**src/rtl/mxint_block_encoder.sv**
```systemverilog
// Streaming MX-int block encoder: gathers k signed fixed-point elements, derives one
// shared right-shift from the OR of their magnitude codes, and emits mantissas plus scale.
module mxint_block_encoder #(
  parameter int IN_WIDTH    = 32,
  parameter int k           = 2,
  parameter int MAN_WIDTH   = 8,
  parameter int scale_width = 8
) (
  input  logic                          i_clk,
  input  logic                          i_rst_n,
  input  logic signed [IN_WIDTH-1:0]    i_data,
  input  logic        [scale_width-1:0] i_scale,
  input  logic                          i_valid,
  output logic                          o_ready,
  output logic [k-1:0][MAN_WIDTH:0]     o_man,
  output logic        [scale_width-1:0] o_scale,
  output logic                          o_sat,
  output logic                          o_valid,
  input  logic                          i_ready
);

  localparam int CW   = (k > 1) ? $clog2(k) : 1;
  localparam int SW   = $clog2(IN_WIDTH) + 1;
  localparam int SUMW = ((scale_width > SW) ? scale_width : SW) + 1;

  typedef enum logic [1:0] {
    ST_COLLECT,
    ST_CALC,
    ST_EMIT
  } state_t;

  state_t                       r_state;
  state_t                       w_state_next;
  logic        [CW-1:0]         r_cnt;
  logic        [IN_WIDTH-1:0]   r_acc;
  logic        [scale_width-1:0] r_scale_in;
  logic signed [IN_WIDTH-1:0]   r_elem [k];

  logic                         w_accept;
  logic                         w_last;
  logic                         w_emit_done;
  logic        [IN_WIDTH-1:0]   w_mag;
  logic        [SW-1:0]         w_shift;
  logic        [SUMW-1:0]       w_sum;
  logic                         w_sat;
  logic [k-1:0][MAN_WIDTH:0]    w_man;

  assign w_accept = i_valid & o_ready;
  assign w_last   = (r_cnt == CW'(k - 1));
  // One's-complement magnitude: an element fits W signed bits iff this code is below 2^(W-1).
  assign w_mag    = i_data ^ {IN_WIDTH{i_data[IN_WIDTH-1]}};

  always_ff @(posedge i_clk or negedge i_rst_n) begin
    if (!i_rst_n) begin
      r_state <= ST_COLLECT;
    end else begin
      r_state <= w_state_next;
    end
  end

  always_comb begin
    w_state_next = r_state;
    o_ready      = 1'b0;
    o_valid      = 1'b0;
    w_emit_done  = 1'b0;
    case (r_state)
      ST_COLLECT: begin
        o_ready = 1'b1;
        if (i_valid && w_last) begin
          w_state_next = ST_CALC;
        end
      end
      ST_CALC: begin
        w_state_next = ST_EMIT;
      end
      ST_EMIT: begin
        o_valid = 1'b1;
        if (i_ready) begin
          w_emit_done  = 1'b1;
          w_state_next = ST_COLLECT;
        end
      end
      default: begin
        w_state_next = ST_COLLECT;
      end
    endcase
  end

  always_ff @(posedge i_clk or negedge i_rst_n) begin
    if (!i_rst_n) begin
      r_cnt      <= '0;
      r_acc      <= '0;
      r_scale_in <= '0;
    end else begin
      if (w_accept) begin
        r_cnt <= w_last ? '0 : r_cnt + 1'b1;
        r_acc <= r_acc | w_mag;
        if (r_cnt == '0) begin
          r_scale_in <= i_scale;
        end
      end
      if (w_emit_done) begin
        r_acc <= '0;
      end
    end
  end

  // Element storage needs no reset: every slot is rewritten before a block is emitted.
  always_ff @(posedge i_clk) begin
    if (w_accept) begin
      r_elem[r_cnt] <= i_data;
    end
  end

  // Ascending scan so the highest set bit of the accumulator decides the shift.
  always_comb begin
    w_shift = '0;
    for (int b = 0; b < IN_WIDTH; b++) begin
      if (r_acc[b] && (b + 1 > MAN_WIDTH)) begin
        w_shift = SW'(b + 1 - MAN_WIDTH);
      end
    end
  end

  genvar gi;
  generate
    for (gi = 0; gi < k; gi++) begin : g_man
      assign w_man[gi] = (MAN_WIDTH + 1)'(r_elem[gi] >>> w_shift);
    end
  endgenerate

  assign w_sum = SUMW'(r_scale_in) + SUMW'(w_shift);
  assign w_sat = (w_sum > SUMW'({scale_width{1'b1}}));

  always_ff @(posedge i_clk or negedge i_rst_n) begin
    if (!i_rst_n) begin
      o_man   <= '0;
      o_scale <= '0;
      o_sat   <= 1'b0;
    end else if (r_state == ST_CALC) begin
      o_man   <= w_man;
      o_scale <= w_sat ? '1 : w_sum[scale_width-1:0];
      o_sat   <= w_sat;
    end
  end

endmodule

```
**config.mk**
```make
export PLATFORM = sky130hd
export DESIGN_NAME = mxint_block_encoder
export DESIGN_NICKNAME = d
export VERILOG_FILES = /design/src/rtl/mxint_block_encoder.sv
export SDC_FILE = /design/constraint.sdc
export NUM_CORES = 1
export LEC_CHECK = 0
export CAP_MARGIN = 20
export CORE_MARGIN = 2
export CORE_UTILIZATION = 45
export DETAILED_ROUTE_END_ITERATION = 8
export PLACE_DENSITY = 0.65
export RECOVER_POWER = 50
export SLEW_MARGIN = 30
export SYNTH_ARGS = -nofsm -noshare
export SYNTH_HDL_FRONTEND = slang
export SYNTH_SLANG_ARGS = --single-unit
```
**constraint.sdc**
```tcl
create_clock -name i_clk -period 4.7 [get_ports i_clk]
set_clock_uncertainty 0.1 [all_clocks]
set_input_delay 0.94 -clock i_clk [delete_from_list [all_inputs] [get_ports i_clk]]
set_output_delay 0.94 -clock i_clk [all_outputs]
set_load 0.01 [all_outputs]
```
==> out/metrics.cfg, run 1 <==
[run_status]
status=finished with violations
violations=max-capacitance violations, max-slew violations

[sta]
layout_setup_ws_ns=0.878
post-route-period-util_pct=81.3
hold_ws_ns=0.393
maxSlewViolCount=123
setup_viol=0
rsz0062_at_grt=no
tightestPinTransition_ns=1.94
slew_headroom_pct=-29.5
tns_ns=0
fmax_ghz=0.262
finalCriticalPeriod_ns=3.82
finalHoldViolations=0

[logic_synthesis]
synth_compound_area_share_pct=19.3
synth_xor_area_share_pct=3.39
ys_seq_area_share_pct=47.7
synthMuxAreaShare_pct=9.33
async_reset_ff_share_pct=48.8
synth_warnings=0
ys_types=66
synth_edf_count=64
yosysTopAreaCell=edfxtp_1
synth_top_family_by_area=compound AO/OA/AOI/OAI gates
syn_inst=732
syn-cell-area_um2=7230
synth-simple-area-share_pct=15.2
avgSynthCellArea_um2=9.87
synth_top_area_share_pct=26.6
syn_nets=782
ys.flop_type=edfxtp_1
yosys.area_share.adder_pct=1.14
synth-seq-cells=125
synth_top_cells_by_area=edfxtp_1 (27%), dfrtp_1 (21%), mux2i_1 (6.6%)

[final_layout]
syn2layout_area_growth_pct=21.1
nFillCells=1450
fin_nets=849
insertedDiodeCount=0
drive_above_1_share_pct=9.24
stdcell_area_um2=8750

[routing]
routedWlPerCell_um=24.7
vias=6459
drc=0
dr.pass1.iters=7
ant_nets=0
vias_per_cell=6.28
totalWireLength_mm=25.4
drt_iter0_drc=615

[placement]
placed_area_um2=8170
gp_congestion=0.998
hpwl_mm=18.8
port_buffers=72
place_ws_ns=0.965

[worst_setup_path]
timing.rr.start=r_acc[29]
crit_path_max_incr_delay_ns=0.50
crit_slowest_cell=nor2_1
worst_ep_arrival_time_ns=4.02
critPathCaptureType=flip-flop
cp_top_family=simple AND/OR/NAND/NOR gates
start_kind=flip-flop
critical_path_class=reg2reg
reg2reg_depth=12
critPathBufInv=3
crit_top_cell=inv_1
cp_cell_sequence=nor2_1 > nand2_1 > nor2_1 > nand2_1 > inv_1 > ha_1 > inv_1 > o21bai_1 > a21o_1 > a41o_1 > inv_1 > a21oi_1
path_max_fanout=13
cp-startpoint=r_acc[29]
crit_required_ns=4.90
worst-path-stages=12

[floorplanning]
die_x_um=131
core_area_um2=15800
start_util_pct=45.8
fp-row-count=46
floorplan.die_area_um2=17100
ioPinCount=73
fp.dieH_um=131

[power_and_ir_drop]
p_total_uw=6120
power_frac_seq_pct=32.2
total_switching_power_uw=2640
clock_power_share_pct=21.4
cellPowerDensity_nw_per_um2=700
p_leak_uw=0.00345
peakVddDrop_v=0.000474
sw_frac_of_total_pct=43.1
power.internal_uw=3480
comb_power_share_pct=46.4

[global_route]
gr-total-overflow=0
antenna_found_initial=0
grt_max_degree=44
grt_usage_pct=30.5
first_global_vias=6249
grt_pass1_wl_mm=37.7

[cts]
cts_max_level=4
cts_tree=yes
post_cts_resized=0
clkLatencyLatePin_ns=0.43
cts_num_sinks=125
cts_setup_buffers=0
clockBufferDepth=2
cts_buffers=17
cts_hold_buf=0
cts.clk_slew.worst_paths_ns=0.06
cts_root_buf=clkbuf_16

[flow_run]
maxCapViolations=4

[min_path]
holdPathStages=2
hold_class=reg2reg
hp-start=o_man[15]

[sequential cells by signal, indices dropped and copies added (netlist names)]
signal,flops
r_elem,64
r_acc,23
o_man,18
o_scale,8
r_scale_in,8
r_state,2
o_sat,1
r_cnt,1
[per-layer routing]
layer | up-vias | track usage [%] | part of all wire [%]
li1 | 2877 | - | -
met1 | 3177 | 40.3 | 43
met2 | 331 | 47.7 | 46
met3 | 74 | 7.41 | 7.4
met4 | 0 | 14.1 | 4.3
met5 | - | 0 | 0
[logic make-up (layout without fill, tap and decap cells)]
logic type	Yosys count	after routing
compound gates	198	198
xor+xnor	28	28
flops	125	125
buf+inv	61	141
fa+ha+maj	6	6
mux	65	65
simple gates	249	249
[worst register-to-register path, stage by stage (launching register included)]
cell      delay [ns]
dfrtp_1         0.47
nor2_1          0.41
nand2_1         0.32
nor2_1          0.50
nand2_1         0.41
inv_1           0.28
ha_1            0.27
inv_1           0.10
o21bai_1        0.11
a21o_1          0.21
a41o_1          0.26
inv_1           0.16
a21oi_1         0.10
[power by group through the flow]
stage               Combinational, uW  Sequential, uW  Clock (uW)
CTS                              2800            1950        1330
finish                           2840            1970        1310
global placement                 2790            1950           0
global route                     3050            2010        1390
detailed placement               2780            1970           0
floorplan                        1800            1890           0
[synth_stat cells, types with 7 or more instances]
cell / count
o221ai_1: 7
a221oi_1: 8
a22o_1: 8
nand3_1: 26
xor2_1: 26
o21ai_0: 24
a31oi_1: 9
inv_1: 15
nor2_1: 70
edfxtp_1: 64
o211ai_1: 8
clkbuf_1: 23
dfrtp_1: 61
and3_1: 7
nor3_1: 16
a21oi_1: 64
nand2_1: 100
buf_2: 8
mux2_2: 16
mux2i_1: 48
[cells in the final DEF (no fill, tap or decap), types with 5 or more instances in the layout]
cell             instances
a21oi_1                 64
a221o_1                  6
a221oi_1                 8
a22o_1                   8
a22oi_1                  5
a31oi_1                  9
a32o_1                   6
a32oi_1                  6
and3_1                   7
buf_4                   17
clkbuf_1                 7
clkbuf_16               19
clkdlybuf4s50_1         37
dfrtp_1                 61
dlygate4sd3_1           34
edfxtp_1                64
ha_1                     5
inv_1                   15
mux2_2                  16
mux2i_1                 48
nand2_1                100
nand3_1                 26
nor2_1                  70
nor3_1                  15
nor4_1                   5
o211ai_1                 8
o21ai_0                 23
o221ai_1                 7
o32a_1                   5
xor2_1                  26
[layout make-up]
type	count	area [um2]	share of cell area, %
Sequential cell	125	3450	39.4
Multi-Input combinational cell	546	3520	40.2
Tap cell	216	270	3.09
Timing Repair Buffer	93	857	9.79
Clock inverter	10	100	1.14
Inverter	16	62.6	0.715
Clock buffer	22	497	5.67
[final timing paths]
path	to	slack, ns
max in group asynchronous	r_acc[16]	1.26
min	o_man[15]	0.39
max	o_scale[1]	0.88
max reg2reg	o_scale[1]	0.88
min in group asynchronous	r_scale_in[6]	0.95
min reg2reg	o_man[15]	0.39
[through the flow]
step	cells	utilization, %
6_report	1028	55.5
5_1_grt	1028	55.5
4_1_cts	1028	55.6
3_5_place_dp	996	51.8
3_3_place_gp	996	51.8
2_1_floorplan	732	-
(Power assumes the default switching activity.)
==> run 2, diff against run 1 <==
clock period = 3.9 ns   (was 4.7 ns; I/O delays follow)
==> run 2 against run 1 <==
Net effect:
- the run still ends with max-capacitance violations, max-slew violations left
- total power increased by 20%
- combinational power increased by 24%
- routed wire length increased by 2.1%
- critical endpoint is now o_man[17]
- clock power increased by 13%
- sequential power increased by 20%
- sequential cell count unchanged
- critical path depth decreased by 3
- register-to-register slack got worse by 0.41 ns
- highest routed layer unchanged
==> out/metrics.cfg, run 2 (synthesis gave the netlist of run 1 again) <==
[min_path]
hp-start=o_scale[6]
hold_class=reg2reg

[run_status]
status=finished with violations
violations=max-capacitance violations, max-slew violations

[cts]
cts_tree=yes
cts_setup_buffers=0
cts_num_sinks=125
cts.clk_slew.worst_paths_ns=0.06
cts_root_buf=clkbuf_16
post_cts_resized=0
cts_max_level=4
clockBufferDepth=2
cts_hold_buf=0
cts_buffers=17
clkLatencyLatePin_ns=0.43

[floorplanning]
core_area_um2=15800
ioPinCount=73
start_util_pct=45.8
fp-row-count=46
die_x_um=131
floorplan.die_area_um2=17100
fp.dieH_um=131

[routing]
wl_met1_mm=10.8
ant_nets=0
routedWlPerCell_um=25.0
vias_per_cell=6.22
vias=6433
routed-wl-met3_mm=2.20
drt_iter0_drc=666
drc=0
totalWireLength_mm=25.9
top_layer=met4
wl_met2_mm=11.9
dr.pass1.iters=6

[sta]
setup_viol=0
fmax_ghz=0.291
post-route-period-util_pct=88.0
rsz0062_at_grt=no
finalHoldViolations=0
maxSlewViolCount=96
finalCriticalPeriod_ns=3.43
tns_ns=0
slew_headroom_pct=-38.2
tightestPinTransition_ns=2.07

[final_layout]
nFillCells=1406
insertedDiodeCount=0
utilization_pct=55.8
largest_reg_flops=64
syn2layout_area_growth_pct=21.8
reg_top3=r_elem x64, r_acc x23, o_man x18
fin_nets=856
drive_above_1_share_pct=10.3
stdcell_area_um2=8800
final_common_cell=nand2_1
top_register=r_elem
layout_common_cells=nand2_1 (100), nor2_1 (70), a21oi_1 (64), edfxtp_1 (64), dfrtp_1 (61)

[worst_setup_path]
crit_required_ns=4.10
worst_ep_arrival_time_ns=3.63
critPathCaptureType=flip-flop
cp_cell_sequence=or3_1 > a211o_1 > and3_1 > inv_4 > buf_4 > mux2_2 > o211ai_1 > o2111ai_1 > o32a_1
r2r_end=o_man[17]
start_kind=flip-flop
rrSetupSlack_ns=0.47
cp-startpoint=r_acc[29]
endpoint=o_man[17]
reg2reg_depth=9
crit_path_max_incr_delay_ns=0.47
path_max_fanout=15
crit_slowest_cell=dfrtp_1
timing.rr.start=r_acc[29]
critical_path_class=reg2reg

[global_route]
antenna_found_initial=0
grt_pass1_wl_mm=38.8
grt_max_degree=56
grt_usage_pct=31.5
first_global_vias=6287
gr-total-overflow=0

[power_and_ir_drop]
cellPowerDensity_nw_per_um2=838
p_leak_uw=0.00347
p_total_uw=7370
peakVddDrop_v=0.000635

[placement]
hpwl_mm=19.3
placed_area_um2=8280
gp_congestion=0.986
port_buffers=72

[flow_run]
maxCapViolations=3

==> run 2: cell types whose count changed in the layout (fill, tap and decap cells not counted), sizes merged <==
| cell | delta |
|---|---|
| bufinv | -1 |
| inv | +4 |
| buf | +7 |
| clkbuf | -4 |
| clkinv | -1 |
| clkinvlp | +2 |
==> run 2: through the flow <==
| stage | cells | setup slack, ns | hold WS (ns) |
|---|---|---|---|
| 5_1_grt | 1035 | 0.208 | 0.424 |
| 2_1_floorplan | 732 | 0.350 | 0.355 |
| 3_5_place_dp | 1003 | 0.493 | 0.386 |
| 6_report | 1035 | 0.469 | 0.390 |
| 3_3_place_gp | 1003 | 0.571 | 0.366 |
| 4_1_cts | 1035 | 0.485 | 0.386 |
==> run 2: cell type report <==
class / count / area (um2) / share of cell area, %
Timing Repair Buffer: 100 / 961 / 10.9
Inverter: 16 / 62.6 / 0.711
Clock inverter: 14 / 109 / 1.24
Sequential cell: 125 / 3450 / 39.2
Tap cell: 216 / 270 / 3.07
Clock buffer: 18 / 429 / 4.88
Multi-Input combinational cell: 546 / 3520 / 40.0
==> run 2: how the worst min path moves through the flow <==
stage	endpoint	slack (ns)	cells after the start
after floorplan	r_acc[8]	0.35	2
after detailed placement	r_acc[8]	0.39	2
after global placement	o_scale[7]	0.37	2
after CTS	o_scale[0]	0.39	1
after global routing	r_acc[8]	0.42	2
final	o_scale[6]	0.39	2
==> run 2: metal layers <==
metal / up-vias / global-route usage [%]
met3: 61 / 7.21
met4: 0 / 14.1
met1: 3138 / 41.8
li1: 2889 / -
met5: - / 0
met2: 345 / 49.4
==> run 2: where the power goes <==
| part | switching (uW) | internal (uW) | leakage, uW |
|---|---|---|---|
| Clock | 662 | 822 | 0.000260 |
| Sequential | 459 | 1900 | 0.00130 |
| Combinational | 2140 | 1380 | 0.00191 |
==> run 2: worst max-delay path, delay by kind of cell (launching register included) <==
family,cells,cell delay [ns]
AO/OA/AOI/OAI,4,1.21
buffers and inverters,2,0.47
flip-flops,1,0.47
multiplexers,1,0.38
AND/OR/NAND/NOR,2,0.65
